===== src/rtl/slt_pkg.sv =====
// Shared definitions for the serial set-less-than unit and its zero-extension consumer.
// Holds the FSM state encoding and the default operand and counter widths.
package slt_pkg;

  localparam int unsigned SLT_WIDTH = 32;
  localparam int unsigned SLT_CNT_W = 5;

  typedef enum logic [1:0] {
    S_IDLE = 2'd0,
    S_RUN  = 2'd1,
    S_DONE = 2'd2
  } slt_state_e;

endpackage


===== src/rtl/full_adder_1b.sv =====
// One-bit full adder used as the serial bit slice of the subtractor.
module full_adder_1b (
  input  logic a_i,
  input  logic b_i,
  input  logic cin_i,
  output logic sum_o,
  output logic cout_o
);

  assign sum_o  = a_i ^ b_i ^ cin_i;
  assign cout_o = (a_i & b_i) | (cin_i & (a_i ^ b_i));

endmodule


===== src/rtl/slt_serial_comparator.sv =====
// Bit-serial a - b (LSB first) producing signed/unsigned less-than and equality flags.
// Handshake: start is accepted when busy=0 (IDLE or DONE); done pulses one cycle with lt/eq valid.
module slt_serial_comparator
  import slt_pkg::*;
#(
  parameter int WIDTH = SLT_WIDTH,
  parameter int CNT_W = SLT_CNT_W
) (
  input  logic             clk,
  input  logic             reset,
  input  logic             start,
  input  logic             is_signed,
  input  logic [WIDTH-1:0] a,
  input  logic [WIDTH-1:0] b,
  output logic             busy,
  output logic             done,
  output logic             lt,
  output logic             eq,
  output logic [1:0]       state_o
);

  slt_state_e       state_q, state_d;
  logic [WIDTH-1:0] a_sh_q, a_sh_d;
  logic [WIDTH-1:0] b_sh_q, b_sh_d;
  logic             signed_q, signed_d;
  logic             carry_q, carry_d;
  logic             zero_q, zero_d;
  logic [CNT_W-1:0] cnt_q, cnt_d;
  logic             lt_q, lt_d;
  logic             eq_q, eq_d;
  logic             done_q, done_d;

  logic fa_sum;
  logic fa_cout;
  logic last_bit;
  logic accept;

  // Subtraction as a + ~b + 1: the +1 comes from carry being preset at accept.
  full_adder_1b u_fa (
    .a_i    (a_sh_q[0]),
    .b_i    (~b_sh_q[0]),
    .cin_i  (carry_q),
    .sum_o  (fa_sum),
    .cout_o (fa_cout)
  );

  assign last_bit = (cnt_q == CNT_W'(WIDTH - 1));
  assign accept   = start && ((state_q == S_IDLE) || (state_q == S_DONE));

  always_comb begin
    state_d  = state_q;
    a_sh_d   = a_sh_q;
    b_sh_d   = b_sh_q;
    signed_d = signed_q;
    carry_d  = carry_q;
    zero_d   = zero_q;
    cnt_d    = cnt_q;
    lt_d     = lt_q;
    eq_d     = eq_q;
    done_d   = 1'b0;

    case (state_q)
      S_IDLE, S_DONE: begin
        if (accept) begin
          a_sh_d   = a;
          b_sh_d   = b;
          signed_d = is_signed;
          carry_d  = 1'b1;
          zero_d   = 1'b1;
          cnt_d    = '0;
          state_d  = S_RUN;
        end else begin
          state_d  = S_IDLE;
        end
      end
      S_RUN: begin
        carry_d = fa_cout;
        zero_d  = zero_q & ~fa_sum;
        a_sh_d  = {1'b0, a_sh_q[WIDTH-1:1]};
        b_sh_d  = {1'b0, b_sh_q[WIDTH-1:1]};
        cnt_d   = cnt_q + CNT_W'(1);
        if (last_bit) begin
          // Signed: sign of the difference XOR overflow (carry into MSB vs carry out).
          lt_d    = signed_q ? (fa_sum ^ (carry_q ^ fa_cout)) : ~fa_cout;
          eq_d    = zero_q & ~fa_sum;
          done_d  = 1'b1;
          state_d = S_DONE;
        end
      end
      default: state_d = S_IDLE;
    endcase
  end

  always_ff @(posedge clk) begin
    if (reset) begin
      state_q  <= S_IDLE;
      a_sh_q   <= '0;
      b_sh_q   <= '0;
      signed_q <= 1'b0;
      carry_q  <= 1'b0;
      zero_q   <= 1'b0;
      cnt_q    <= '0;
      lt_q     <= 1'b0;
      eq_q     <= 1'b0;
      done_q   <= 1'b0;
    end else begin
      state_q  <= state_d;
      a_sh_q   <= a_sh_d;
      b_sh_q   <= b_sh_d;
      signed_q <= signed_d;
      carry_q  <= carry_d;
      zero_q   <= zero_d;
      cnt_q    <= cnt_d;
      lt_q     <= lt_d;
      eq_q     <= eq_d;
      done_q   <= done_d;
    end
  end

  assign busy    = (state_q == S_RUN);
  assign done    = done_q;
  assign lt      = lt_q;
  assign eq      = eq_q;
  assign state_o = state_q;

endmodule

===== config.mk =====
export PLATFORM = sky130hd
export DESIGN_NAME = slt_serial_comparator
export DESIGN_NICKNAME = d
export VERILOG_FILES = /design/src/rtl/slt_pkg.sv /design/src/rtl/full_adder_1b.sv /design/src/rtl/slt_serial_comparator.sv
export SDC_FILE = /design/constraint.sdc
export NUM_CORES = 1
export LEC_CHECK = 0
export CORE_MARGIN = 3
export CORE_UTILIZATION = 53
export DETAILED_ROUTE_END_ITERATION = 12
export PLACE_DENSITY = 0.84
export REMOVE_ABC_BUFFERS = 1
export SETUP_SLACK_MARGIN = 0.1
export SYNTH_ARGS = -nofsm -noshare
export SYNTH_HDL_FRONTEND = slang
export SYNTH_SLANG_ARGS = --single-unit

===== constraint.sdc =====
create_clock -name clk -period 3.5 [get_ports clk]
set_input_delay 1.05 -clock clk [delete_from_list [all_inputs] [get_ports clk]]
set_output_delay 1.05 -clock clk [all_outputs]
set_load 0.01 [all_outputs]

==> summary.md, run 1 <==
| Metric | Value |
|---|---|
| Status | complete, no violations |
| Setup Buffers After CTS | 0 |
| Buf/Inv on CP | 2 |
| Dpl ws | 0.798 ns |
| Die Footprint | 0.00688 mm^2 |
| Clock sinks | 77 |
| LEAKAGE | 1.40 nW |
| Synth-to-layout area growth | 27.8% |
| Total power | 1.82 mW |
| Syn Inst Count | 356 |
| Clock root cell | clkbuf_8 |
| P_int | 1.35 mW |
| Width of the die | 83.0 um |
| Reg power frac | 53.1% |
| Port Buffers | 73 |
| Final period util | 71.0% |
| Most frequent cells in the layout | dfxtp_1, a21oi_1, clkdlybuf4s50_1, nand3_1, a22oi_1 |
| FMAX | 403 MHz |
| Syn_area_per_cell | 8.82 um^2 |
| Antenna-violating nets left | 0 |
| ANT cells | 0 |
| Synth Warn # | 0 |
| R2R cell count | 5 |
| CP Data Arrival Time | 1.43 ns |
| Final Hold Fails | 0 |
| CTS tree | built |
| Mean number of vias per cell | 6.01 |
| Layout cells sized above 1 | 5.85% |
| Vias | 2895 |
| All-layer global routing usage | 21.6% |
| Crit path max-delay cell type | clkdlybuf4s50_1 |
| Largest net degree at the start of global routing | 74 |
| Worst Setup Slack, final | 1.02 ns |
| Skew final | 0.00496 ns |
| Netlist cell types | 26 |
| Slew headroom | 50.2% |
| Worst-Skew Late Latency | 0.33 ns |
| H-tree depth | 3 |
| Hold Crit Class | reg2reg |
| First-pass GRT wire length | 12600 um |
| Hold_buf cts | 0 |
| CTS Buf Count | 9 |
| Max-slew violations | 0 |
| Total grt overflow | 0 |
| Final HPWL DP | 4600 um |
| Fin util | 71.5% |
| Register area | 0.00154 mm^2 |
| Die span in y | 83.0 um |
| Mapped cell area | 0.00314 mm^2 |
| Final instance area | 0.00401 mm^2 |
| Highest ir drop seen on vdd | 0.000341 V |
| Worst-margin pin slew | 0.747 ns |
| Worst Path Required | 2.45 ns |
| Final-layout fill cell count | 459 |
| CP Capture Type | primary output |
| Post-cts resize count | 0 |
| Seq/Total Area, Yosys | 49.1% |
| Switching share of power | 25.9% |
| CP Max Fanout | 4 |
| Post-DP Area | 0.00385 mm^2 |
| RSZ-0062 raised after global routing | false |
| Min-Delay Path Depth | 2 |
| Core ar. | 0.00561 mm^2 |
| Fin crit period | 2.48 ns |
| Multi-input logic area | 0.00141 mm^2 |
| Crit path kind | reg2out |
| Delay of the slowest critical-path stage | 0.53 ns |
| Remaining DRCs | 0 |
| Net switching power | 0.471 mW |
| Final wirelength | 7350 um |
| Vias in the first global route | 2856 |
| # rows | 27 |
| GP Congestion | 0.752 |
| Clock share of power | 30.8% |
| Family with the most delay on the worst path | buffers and inverters |
| Max clock buf depth | 2 |
| #FFs+latches synth | 77 |
| WP depth | 3 |
| Setup crit start kind | register |
| I/O pins | 74 |
| Initial core utilization | 56.0% |
| Max_cap viols | 0 |
| PD cells | 453 mW/mm^2 |
| Initial antenna violation count | 0 |
| Final Net Count | 478 |
| Setup-failing EPs final | 0 |
| Critical Path, Cell by Cell | nand2b_2 -> inv_2 -> clkdlybuf4s50_1 |
| Wirelength per Cell | 15.2 um |
| Combinational power share | 16.1% |
| Drt pass-1 iters | 4 |
| Clock transition at path regs | 0.07 ns |
| Initial DRC count | 255 |
| Commonest non-fill, non-tap cell in the layout | dfxtp_1 |
-- kinds of logic after synthesis --
kind of cell | synth area share (%)
AOI/OAI and AO/OA | 27.7
muxes | 0.678
adders and majority gates | 2.07
DFF | 49.1
buffers and inverters | 6.50
and+or+nand+nor | 13.9
-- registers in the layout (all words and copies together) (netlist names), 2 cells and up --
| name | count |
|---|---|
| cnt_q | 5 |
| a_sh_q | 32 |
| state_o | 2 |
| b_sh_q | 32 |
-- worst register-to-register path, stage by stage (launching register included) --
cell,delay [ns]
dfxtp_1,0.42
nand2b_2,0.09
inv_2,0.07
buf_4,0.57
nand4_1,0.24
mux2_2,0.29
-- final cells by class --
cell class / count / area share [%]
inverters: 5 / 0.468
well taps: 72 / 2.25
multi-input cells: 234 / 35.1
clock inverters: 2 / 0.250
flip-flops and latches: 77 / 38.4
repair buffers: 79 / 19.8
clock buffers: 13 / 3.71
-- worst paths after layout --
check,startpoint,to,slack (ns)
worst max-delay path,state_o[0],busy,1.02
worst min register to register,a_sh_q[2],a_sh_q[2],0.47
worst max register to register,state_o[0],cnt_q[3],1.73
worst min-delay path,a_sh_q[2],a_sh_q[2],0.47
-- layer usage --
layer | track usage, % | vias to the layer above | wire [um]
li1 | - | 1417 | -
met1 | 26.3 | 1370 | 3270
met2 | 37.2 | 100 | 3490
met3 | 7.14 | 8 | 521
met4 | 4.31 | 0 | 64
met5 | 0 | - | 0
-- metrics by stage --
step | hold WS [ns] | setup TNS (ns) | instances
finish | 0.468 | 0 | 482
global route | 0.483 | 0 | 482
CTS | 0.469 | 0 | 482
detailed placement | 0.455 | 0 | 467
global placement | 0.449 | 0 | 467
floorplan | 0.441 | -10.07 | 316
-- cell usage after synthesis --
cell type,instances,share of area (%)
nor2b_1,1,0.20
buf_2,13,2.1
o21ai_0,2,0.32
nor3b_1,1,0.24
nor3_1,2,0.32
inv_2,1,0.12
a21oi_1,74,12
o21a_1,1,0.24
ha_1,2,0.80
nand2_1,7,0.84
nor2_1,2,0.24
a311oi_1,2,0.56
dfxtp_1,77,49
nand3_1,67,11
and3_1,1,0.20
buf_4,1,0.24
mux2_2,1,0.36
buf_1,1,0.12
a22oi_1,62,15
clkbuf_1,23,2.8
buf_6,2,0.72
inv_1,4,0.48
nand2b_1,4,0.80
mux2i_1,1,0.32
nand4_1,2,0.40
fa_1,2,1.3
-- power by group through the flow --
stage                     clock network [mW]  logic (mW)  registers [mW]
after floorplan                            0       0.147           0.977
after global placement                     0       0.283           0.982
after global routing                   0.610       0.323           0.971
after detailed placement                   0       0.290           0.984
after CTS                              0.570       0.291           0.964
final                                  0.560       0.292           0.965
(Power assumes the default switching activity.)
==> run 2: changes to the inputs <==
--- a/config.mk
+++ b/config.mk
@@ -6,9 +6,9 @@
 export NUM_CORES = 1
 export LEC_CHECK = 0
 export CORE_MARGIN = 3
-export CORE_UTILIZATION = 53
+export CORE_UTILIZATION = 45
 export DETAILED_ROUTE_END_ITERATION = 12
-export PLACE_DENSITY = 0.84
+export PLACE_DENSITY = 0.76
 export REMOVE_ABC_BUFFERS = 1
 export SETUP_SLACK_MARGIN = 0.1
 export SYNTH_ARGS = -nofsm -noshare
==> constraint.sdc (replaced) <==
create_clock -name clk -period 2.1 [get_ports clk]
set_input_delay 0.63 -clock clk [delete_from_list [all_inputs] [get_ports clk]]
set_output_delay 0.63 -clock clk [all_outputs]
set_load 0.01 [all_outputs]
==> run 2 against run 1 <==
Compared with the run above: die area grew 16%; clock skew grew 0.0035 ns; final cell count grew 5.0%; utilization shrank 8.5 points; routed wire length grew 1.6%; critical path type unchanged; largest cell class unchanged; largest power group unchanged.
==> summary.md, run 2 (synthesized netlist as in run 1, its figures left out) <==
| Metric | Value |
|---|---|
| Clock root cell | clkbuf_8 |
| Flop-to-flop setup slack | 0.28 ns |
| GRT busiest layer | met2 |
| Drt pass-1 iters | 5 |
| Crit path max-delay cell type | clkdlybuf4s50_1 |
| Buf/Inv on CP | 1 |
| CP Max Fanout | 4 |
| Die span in y | 89.5 um |
| Grt met2 use | 31.5% |
| Core ar. | 0.00657 mm^2 |
| Final Hold Fails | 0 |
| Family with the most delay on the worst path | buffers and inverters |
| Max_cap viols | 0 |
| Mean number of vias per cell | 5.71 |
| Die Footprint | 0.00801 mm^2 |
| Setup Buffers After CTS | 0 |
| Final period util | 89.9% |
| Placed cell count | 490 |
| Delay of the slowest critical-path stage | 0.54 ns |
| Total power | 3.28 mW |
| All-layer global routing usage | 19.6% |
| Clock sinks | 77 |
| CTS tree | built |
| CP Data Arrival Time | 1.26 ns |
| Max-slew violations | 0 |
| Setup crit start kind | register |
| Status | complete, no violations |
| Vias | 2889 |
| PD cells | 793 mW/mm^2 |
| Setup Total Neg Slack | 0 ns |
| Setup-failing EPs final | 0 |
| Highest ir drop seen on vdd | 0.000551 V |
| Synth-to-layout area growth | 31.8% |
| Fin util | 63.0% |
| Port Buffers | 73 |
| Crit path kind | reg2out |
| Initial core utilization | 47.8% |
| CP Capture Type | primary output |
| Commonest non-fill, non-tap cell in the layout | dfxtp_1 |
| Final HPWL DP | 4550 um |
| CTS Buf Count | 9 |
| Worst-Skew Late Latency | 0.34 ns |
| Total grt overflow | 0 |
| RSZ-0062 raised after global routing | false |
| # rows | 29 |
| Most frequent cells in the layout | dfxtp_1, a21oi_1, clkdlybuf4s50_1, nand3_1, a22oi_1 |
| Hold_buf cts | 0 |
| Fin crit period | 1.89 ns |
| Antenna-violating nets left | 0 |
| Final Net Count | 480 |
| Critical Path, Cell by Cell | clkdlybuf4s50_1 |
| Worst-margin pin slew | 0.755 ns |
| Worst Path Required | 1.47 ns |
| Clock transition at path regs | 0.08 ns |
| Remaining DRCs | 0 |
| ANT cells | 0 |
| Width of the die | 89.5 um |
| Met3 Use GR | 7.47% |
| I/O pins | 74 |
| Wirelength per Cell | 14.8 um |
| Skew final | 0.00847 ns |
| Initial DRC count | 257 |
| Slew headroom | 49.6% |
| Top flop regs | a_sh_q (32), b_sh_q (32), cnt_q (5) |
| Final wirelength | 7470 um |
| Vias in the first global route | 2728 |
| GP Congestion | 0.760 |
| Max clock buf depth | 2 |
| Layout cells sized above 1 | 7.02% |
| Non-filler cells in the finished layout | 506 |
| FMAX | 530 MHz |
| LEAKAGE | 1.45 nW |
| Routing usage on met1 | 25.0% |
| First-pass GRT wire length | 12300 um |
| H-tree depth | 3 |
| Initial antenna violation count | 0 |
| Largest net degree at the start of global routing | 74 |
| Hold Crit Class | reg2reg |
## run 2: final timing paths
| check | startpoint | to | cells after the start |
|---|---|---|---|
| setup / recovery | state_o[0] | state_o[0] | 1 |
| hold / removal | b_sh_q[3] | b_sh_q[3] | 2 |
| setup reg to reg | state_o[1] | cnt_q[3] | 5 |
| hold reg to reg | b_sh_q[3] | b_sh_q[3] | 2 |
## run 2: final cells by class
class,instances,area [um^2]
Fill cell,592,2430
Sequential cell,77,1540
Multi-Input combinational cell,234,1410
Timing Repair Buffer,81,847
Clock buffer,11,131
Tap cell,93,116
Clock inverter,5,75.1
Inverter,5,18.8
## run 2: where the power goes
group,switching (mW),leakage (nW),internal [mW]
sequential,0.0505,0.632,1.56
clock,0.506,0.107,0.665
combinational,0.257,0.710,0.246
## run 2: repair_timing
action / in CTS / in global routing
endpoints found under the hold margin: 0 / 0
setup endpoints to repair: 1 / 0
resized for setup: 2 / 0
## run 2: through the flow
step           hold WS (ns)  instance area, um^2  worst slack (ns)
6_report              0.469                 4140             0.213
5_1_grt               0.487                 4140             0.150
4_1_cts               0.471                 4140             0.189
3_5_place_dp          0.459                 3930             0.157
3_3_place_gp          0.450                 3930             0.211
2_1_floorplan         0.441                 2950             -1.23
## run 2: per-layer routing
metal	wire, um	vias up
met5	0	-
met1	3190	1369
met4	27	0
li1	-	1427
met2	3590	91
met3	655	2
==> run 3: changes to the inputs <==
--- a/config.mk
+++ b/config.mk
@@ -7,10 +7,11 @@
 export LEC_CHECK = 0
 export CORE_MARGIN = 3
 export CORE_UTILIZATION = 45
+export CTS_CLUSTER_SIZE = 8
 export DETAILED_ROUTE_END_ITERATION = 12
 export PLACE_DENSITY = 0.76
 export REMOVE_ABC_BUFFERS = 1
-export SETUP_SLACK_MARGIN = 0.1
+export SETUP_SLACK_MARGIN = 0.05
 export SYNTH_ARGS = -nofsm -noshare
 export SYNTH_HDL_FRONTEND = slang
 export SYNTH_SLANG_ARGS = --single-unit
==> results of run 3 <==
The final DEF is identical to that of run 2; final timing and power are the same.
==> patch, RTL diff (settings of run 3) <==
Make the reset (`reset`) asynchronous in one clocked block.
--- a/src/rtl/slt_serial_comparator.sv
+++ b/src/rtl/slt_serial_comparator.sv
@@ -92,5 +92,5 @@
   end
 
-  always_ff @(posedge clk) begin
+  always_ff @(posedge clk or posedge reset) begin
     if (reset) begin
       state_q  <= S_IDLE;
Behaviour: differs if reset is asserted again (counterexample within 4 cycles, from zero or initial values and one cycle with reset high); with reset held inactive, the same outputs for 10 cycles.
==> patch against run 3 <==
- synthesized area up 7.3%
- critical endpoint unchanged
- core utilization shrank 0.47 points
- final area rose by 6.1%
- sequential cell count stayed put
- maximum frequency shrank 3.6%
- setup slack got worse by 70 ps
- routed wire length fell by 0.19%
Power is not compared: it rests on default switching activity, and its combinational part moved more than twofold at a synthesized area within 25%.
==> patch: results <==
set metrics [dict create \
    n_antenna_cell 0 \
    synth_common_cells "77 x dfrtp_1, 68 x nand2_1, 61 x a22oi_1, 61 x nand3_1, 22 x buf_2" \
    nMultiInputCombCells 219 \
    htree_num_levels 3 \
    clk_pin_slew_ps 80 \
    cpLargestDelayFamily "buffers and inverters" \
    clock-skew-final_ps 11.88 \
    path_max_fanout 5 \
    postPlaceCellArea_um2 4197 \
    ys_async_sr_fraction_pct 100.0 \
    sh_seq_area_pct 43.93 \
    layout.cells.non_filler 495 \
    n_all_buffers 80 \
    slew_headroom_pct 52.18 \
    area_growth_pct 30.36 \
    inv_count 7 \
    clkCellAreaFrac_pct 4.390 \
    cpMaxStageDelayCell "clkdlybuf4s50_1" \
    drt_first_pass_iters 5 \
    synth-compound-area-share_pct 16.20 \
    syn-mean-instance-area_um2 10.14 \
    placedCellCount 479 \
    outcome "complete, no violations" \
    final-nonclk-buf-share_pct 19.24 \
    vias 2762 \
    dp_slack_ps 127.3 \
    cts.path.max_buffers 2 \
    synth_warnings 0 \
    ys_seq_area_share_pct 57.23 \
    grt_max_degree 78 \
    cts_resized 1 \
    grt_pass1_wl_um 12790 \
    port-buffer-count 73 \
    place_congestion 0.7305 \
    post_cts_buffers 0 \
    grt_usage_pct 18.58 \
    nets 466 \
    synth_area_leaders "dfrtp_1 57%, a22oi_1 14%, nand3_1 9.1%" \
    cpPeakStageDelay_ps 560 \
    die_width_um 92.50 \
    wl_per_cell_um 15.05 \
    dpl.hpwl_um 4666 \
    ys_types 27 \
    fill_cells 597 \
    antenna_found_initial 0 \
    synthAdderAreaFrac_pct 1.932 \
    n_clock_buffer 12 \
    cp.arrival_ps 1330 \
    drive_gt1_share_pct 7.018 \
    synth_ff_type "dfrtp_1" \
    synth.area.mux_share_pct 0.8919 \
    grt_pass1_vias 2678 \
    multi_input_comb_area_um2 1276 \
    initialDrtViolationCount 130 \
]
[patch: worst paths after layout]
check                            from          to  slack, ps  cells after the start
setup / recovery           state_o[0]  state_o[0]        140                      1
hold / removal               cnt_q[3]    cnt_q[3]        490                      1
setup reg to reg           state_o[1]   a_sh_q[0]        380                      5
hold reg to reg              cnt_q[3]    cnt_q[3]        490                      1
max in group asynchronous       reset  state_o[0]       1070                      3
min in group asynchronous       reset  a_sh_q[13]        700                      3
[patch: layer usage]
metal  vias to the layer above  share of wire, %  global-route usage, %
met5                         -                 0                      0
li1                       1305                 -                      -
met1                      1370                45                  25.23
met4                         0              0.82                  6.312
met3                         7               5.8                  4.387
met2                        80                49                  29.31
[patch: power by group]
| group | internal, W | switching (W) | total (W) |
|---|---|---|---|
| Sequential | 0.00211 | 0.000356 | 0.00247 |
| Combinational | 0.000930 | 0.00113 | 0.00206 |
| Clock | 0.000579 | 0.000525 | 0.00110 |
